$ cat config.mk
export PLATFORM = sky130hd
export DESIGN_NAME = fpu_operand_loader
export DESIGN_NICKNAME = d
export VERILOG_FILES = /design/src/rtl/fpu_operand_loader_pkg.sv /design/src/rtl/fpu_operand_loader_byte_shift_collector.sv /design/src/rtl/fpu_operand_loader.sv
export SDC_FILE = /design/constraint.sdc
export NUM_CORES = 1
export LEC_CHECK = 0
export CORE_MARGIN = 5
export CORE_UTILIZATION = 44
export CTS_BUF_LIST = sky130_fd_sc_hd__clkbuf_4
export DETAILED_ROUTE_END_ITERATION = 16
export GPL_TIMING_DRIVEN = 0
export HOLD_SLACK_MARGIN = 0.1
export PLACE_DENSITY = 0.86
export SLEW_MARGIN = 15
export SYNTH_ARGS = -nofsm -noshare
export SYNTH_HDL_FRONTEND = slang
export SYNTH_SLANG_ARGS = --single-unit
export TNS_END_PERCENT = 30
$ cat constraint.sdc
create_clock -name clock100KHz -period 2 [get_ports clock100KHz]
set_clock_uncertainty 0.15 [all_clocks]
set_input_delay 0.6 -clock clock100KHz [delete_from_list [all_inputs] [get_ports clock100KHz]]
set_output_delay 0.6 -clock clock100KHz [all_outputs]
set_load 0.005 [all_outputs]
$ cat src/rtl/fpu_operand_loader_pkg.sv
// Shared types and constants for the FPU operand loader: controller state
// encoding, FPU status codes and the operand word format.
package fpu_operand_loader_pkg;

  typedef enum logic [2:0] {
    LOAD_A  = 3'd0,
    LOAD_B  = 3'd1,
    HOLD    = 3'd2,
    CAPTURE = 3'd3,
    DONE    = 3'd4
  } state_t;

  // One-hot FPU status codes.
  localparam logic [3:0] EXACT     = 4'b0001;
  localparam logic [3:0] INEXACT   = 4'b0010;
  localparam logic [3:0] OVERFLOW  = 4'b0100;
  localparam logic [3:0] UNDERFLOW = 4'b1000;

  // Operand word: 1 sign bit, EXP_W exponent bits (bias BIAS), MANT_W mantissa bits.
  localparam int EXP_W  = 6;
  localparam int MANT_W = 25;
  localparam int BIAS   = 31;
  localparam int WORD_W = 1 + EXP_W + MANT_W;

endpackage

$ cat src/rtl/fpu_operand_loader_byte_shift_collector.sv
// Assembles 32-bit words from a byte stream, MSB byte first. The completed
// word is presented combinationally together with the word_done pulse so the
// owner can latch it on the same edge that accepts the fourth byte.
module byte_shift_collector
  import fpu_operand_loader_pkg::*;
(
  input  logic              clock100KHz,
  input  logic              reset,
  input  logic              accept,
  input  logic [7:0]        byte_in,
  output logic [WORD_W-1:0] word,
  output logic              word_done
);

  logic [WORD_W-1:0] shadow;
  logic [1:0]        byte_count;

  // Shift accepted bytes in from the LSB end; the counter wraps 3 -> 0.
  always_ff @(posedge clock100KHz or negedge reset) begin
    if (!reset) begin
      shadow     <= '0;
      byte_count <= 2'd0;
    end else if (accept) begin
      shadow     <= {shadow[WORD_W-9:0], byte_in};
      byte_count <= byte_count + 2'd1;
    end
  end

  // The word as it will look once the byte on the bus is shifted in.
  always_comb begin
    word      = {shadow[WORD_W-9:0], byte_in};
    word_done = accept && (byte_count == 2'd3);
  end

endmodule

$ cat src/rtl/fpu_operand_loader.sv
// Loads two operand words from a byte stream, holds them at the FPU for
// HOLD_CYCLES cycles, captures the FPU result and status, and keeps the
// result valid until the consumer acknowledges it.
//
// Byte handshake: a byte transfers on a rising edge where byte_valid and
// byte_ready are both high. byte_ready depends only on state, never on
// byte_valid. Outside LOAD_A/LOAD_B byte_ready is low and bytes stay on the
// bus unconsumed. result_valid stays high from CAPTURE until a result_ack
// is seen in DONE; result_ack in any other state has no effect.
module fpu_operand_loader
  import fpu_operand_loader_pkg::*;
#(
  parameter int HOLD_CYCLES = 10
) (
  input  logic        clock100KHz,
  input  logic        reset,
  input  logic [7:0]  byte_in,
  input  logic        byte_valid,
  output logic        byte_ready,
  output logic [31:0] op_A_out,
  output logic [31:0] op_B_out,
  input  logic [31:0] fpu_data_in,
  input  logic [3:0]  fpu_status_in,
  output logic [31:0] result_out,
  output logic [3:0]  status_out,
  output logic        result_valid,
  input  logic        result_ack,
  output logic        busy,
  output state_t      state_dbg
);

  localparam logic [7:0] HOLD_LOAD = 8'(HOLD_CYCLES - 1);

  state_t      state;
  state_t      state_next;
  logic [7:0]  hold_cnt;
  logic        accept;
  logic [31:0] word;
  logic        word_done;

  assign accept    = byte_valid && byte_ready;
  assign state_dbg = state;

  byte_shift_collector u_collector (
    .clock100KHz (clock100KHz),
    .reset       (reset),
    .accept      (accept),
    .byte_in     (byte_in),
    .word        (word),
    .word_done   (word_done)
  );

  // State register.
  always_ff @(posedge clock100KHz or negedge reset) begin
    if (!reset) state <= LOAD_A;
    else        state <= state_next;
  end

  // Next-state decode plus the state-derived handshake and busy flags.
  always_comb begin
    state_next = state;
    byte_ready = 1'b0;
    busy       = 1'b1;
    case (state)
      LOAD_A: begin
        byte_ready = 1'b1;
        busy       = 1'b0;
        if (word_done) state_next = LOAD_B;
      end
      LOAD_B: begin
        byte_ready = 1'b1;
        if (word_done) state_next = HOLD;
      end
      HOLD: begin
        if (hold_cnt == 8'd0) state_next = CAPTURE;
      end
      CAPTURE: begin
        state_next = DONE;
      end
      DONE: begin
        if (result_ack) state_next = LOAD_A;
      end
      default: begin
        state_next = LOAD_A;
      end
    endcase
  end

  // Operand, hold-counter and result registers; each keeps its value until
  // the state that owns it overwrites it.
  always_ff @(posedge clock100KHz or negedge reset) begin
    if (!reset) begin
      op_A_out     <= '0;
      op_B_out     <= '0;
      hold_cnt     <= '0;
      result_out   <= '0;
      status_out   <= '0;
      result_valid <= 1'b0;
    end else begin
      if (state == LOAD_A && word_done) begin
        op_A_out <= word;
      end
      if (state == LOAD_B && word_done) begin
        op_B_out <= word;
        hold_cnt <= HOLD_LOAD;
      end
      if (state == HOLD && hold_cnt != 8'd0) begin
        hold_cnt <= hold_cnt - 8'd1;
      end
      if (state == CAPTURE) begin
        result_out   <= fpu_data_in;
        status_out   <= fpu_status_in;
        result_valid <= 1'b1;
      end
      if (state == DONE && result_ack) begin
        result_valid <= 1'b0;
      end
    end
  end

endmodule

==> summary.txt <==
Clocking
  – Clk_lat worst skew: 0.52 ns
  – Clk slew on worst S/H paths: 0.11 ns
  – CTS tree: done
  – CTS sink count: 138
  – Max Buffers Root-to-Sink: 2
  – H-tree levels: 4
  – Clock buffer count from CTS: 17
  – Root Driver: clkbuf_4

Synthesis
  – Most common cell in the netlist: dfrtp_1
  – Largest family of logic cells by synthesized area: multiplexers
  – Commonest cells in the netlist: dfrtp_1 (138), nand2_1 (101), mux2_2 (92)
  – Synth Area in XOR/XNOR: 0.325%
  – Gate Count Post-Synth: 411
  – Post-synth top flop: dfrtp_1
  – Yosys cell types: 36
  – Sequential area share after synthesis: 64.0%
  – Syn Area/Cell: 13.1 sq um
  – Total number of yosys warnings: 0
  – Synth top area cells: dfrtp_1 (64%), mux2_2 (19%), nand2_1 (7.0%)
  – Syn_nets: 462
  – Synth top area share: 64.0%
  – Post-synthesis compound-gate area fraction: 1.83%
  – Post-synthesis register bit count: 138
  – Mapped Area: 5400 sq um
  – Post-synthesis mux area share: 20.0%
  – Largest area contributor in the netlist: dfrtp_1
  – Post-Synth Adder-Cell Area: 0.696%
  – Post-synth EDFFs: 0
  – Async SR Flop Fraction: 100%
  – Simple-gate share of the synthesized area: 10.9%

Detailed routing
  – WL/cell: 17.2 um
  – 1st-iter DRT viols: 154
  – Via density per instance: 5.03
  – Vias: 3,851
  – # DRC: 0
  – DR pass1 iterations: 4
  – Final wirelength: 13,200 um
  – ANT nets after route: 0

Placement
  – Placed wire-length estimate: 9320 um
  – Port bufs: 153
  – Place WS: -0.557 ns
  – GPL Wtd Cong: 0.748

Worst hold path
  – Hold WC Path Type: reg2reg

Timing
  – Final worst path period share: 110%
  – RSZ-0062 raised after global routing: yes
  – Max Transition Viols Final: 0
  – Minimum clock period: 2.19 ns
  – FMAX: 456 MHz
  – Slew headroom: 50.4%
  – Final Hold Vio Count: 0
  – Least-Margin Pin Slew: 0.744 ns
  – Final setup fails: 6
  – Setup TNS: -0.416 ns
  – Setup ws final: -0.193 ns
  – Fin Hold WS: 0.328 ns

Pwr
  – VDD IR max: 983 uV
  – Lkg Pwr: 3.58 nW
  – Power per cell area: 1570 nW/um^2

Critical path
  – CP Max Fanout: 3
  – Critical Path Sink Type: output port
  – CP Class: reg2out
  – Critical path data required time: 1.25 ns
  – CP Data Arrival Time: 1.44 ns
  – Startpoint types: flip-flop

Die
  – Chip Width: 121 um
  – Starting Density: 44.9%
  – Core Rows: 40
  – Die Area: 14,600 sq um
  – Die height: 121 um
  – Total core area: 12,000 sq um
  – Ports: 154

Global route
  – Maximum number of pins on one net before global-route repair: 82
  – Gr ovfl total: 0
  – Initial antenna violation count: 0
  – Vias in the first global route: 4,197
  – First-pass GRT wire length: 21,500 um
  – Total GRT Usage: 18.8%

Run status
  – Violations in the final reports: negative setup slack
  – Status: finished with violations

Final layout
  – Layout cell share with drive strength beyond 1: 30.7%
  – Final nets: 657
  – ANT cells: 0
  – Area Overhead vs Synth: 42.3%

Run
  – Max-Cap Viols: 0
[critical path, cell delays in order (launching register included)]
cell and delay, ns:
dfrtp_1 0.42, buf_6 0.14, nor3_4 0.19, inv_1 0.06
buf_2 0.13
[kinds of logic (layout without fill, tap and decap cells)]
| logic type | count (synthesis) | after routing |
|---|---|---|
| xor gates and xnor gates | 2 | 2 |
| buffers and inverters | 23 | 231 |
| DFF | 138 | 138 |
| adders and majority gates | 3 | 3 |
| muxes | 96 | 96 |
| AOI/OAI and AO/OA | 14 | 14 |
| and+or+nand+nor | 135 | 135 |
[stage by stage]
step	instances	area, sq um	utilization (%)	power, W
4_1_cts	753	7470	62.2	0.0118
6_report	766	7680	63.9	0.0121
5_1_grt	766	7680	63.9	0.0129
3_3_place_gp	711	7110	59.2	0.00999
3_5_place_dp	712	7140	59.4	0.0103
2_1_floorplan	411	5400	-	0.00723
[final cells by class]
cell class / count / area, sq um
fillers: 931 / 4330
flip-flops and latches: 138 / 3450
multi-input cells: 250 / 1870
repair buffers: 177 / 1690
well taps: 147 / 184
clock inverters: 14 / 178
plain buffers: 19 / 161
clock buffers: 18 / 135
inverters: 3 / 11.3
[path summary, 6_finish.rpt]
| kind | from | to | slack [ns] | depth (start not counted) |
|---|---|---|---|---|
| setup / recovery | state_dbg[1] | busy | -0.19 | 4 |
| hold reg to reg | op_B_out[0] | op_B_out[0] | 0.33 | 2 |
| max in group asynchronous | reset | op_B_out[15] | 0.42 | 3 |
| setup reg to reg | state_dbg[1] | op_A_out[2] | -0.03 | 7 |
| hold / removal | op_B_out[0] | op_B_out[0] | 0.33 | 2 |
| min in group asynchronous | reset | op_B_out[5] | 0.55 | 2 |
[what timing repair did]
action | in CTS | in global routing
gates cloned | 0 | 0
buffers inserted | 8 | 14
hold buffers | 1 | 0
pin swaps | 4 | 7
setup endpoints to repair | 131 | 125
gates resized for setup | 164 | 74
endpoints found under the hold margin | 80 | 0
[flip-flops by register name, summed over array words and instances (netlist names)]
signal                  flops
u_collector.shadow         24
status_out                  4
result_out                 32
state_dbg                   3
op_A_out                   32
u_collector.byte_count      2
op_B_out                   32
hold_cnt                    8
result_valid                1
[where the power goes]
part,internal (W),leakage (nW),switching (W)
combinational,0.00305,1.76,0.00199
sequential,0.00417,1.66,0.000897
clock,0.000990,0.161,0.000983
total,0.00821,3.58,0.00387
[placed cells by master, fill, tap and decap left out, types with 3 or more instances in the layout]
| master | count |
|---|---|
| buf_6 | 11 |
| a21oi_1 | 5 |
| mux2_1 | 3 |
| buf_4 | 25 |
| mux2_2 | 92 |
| dfrtp_1 | 137 |
| nand3_1 | 4 |
| clkinvlp_4 | 3 |
| clkdlybuf4s50_1 | 46 |
| clkdlybuf4s15_1 | 71 |
| clkinv_1 | 3 |
| dlygate4sd2_1 | 26 |
| nand2_1 | 101 |
| buf_2 | 7 |
| clkinv_2 | 3 |
| clkbuf_4 | 18 |
| clkbuf_2 | 6 |
| nor3_1 | 7 |
| bufinv_16 | 4 |
| nor2_1 | 6 |
[layer usage]
| layer | routed length (um) | track usage [%] |
|---|---|---|
| met5 | 0 | 0 |
| met3 | 878 | 6.83 |
| met1 | 5170 | 21.7 |
| met2 | 6830 | 32.0 |
| met4 | 295 | 7.08 |
Note: power is estimated with default switching activity, not from simulation.
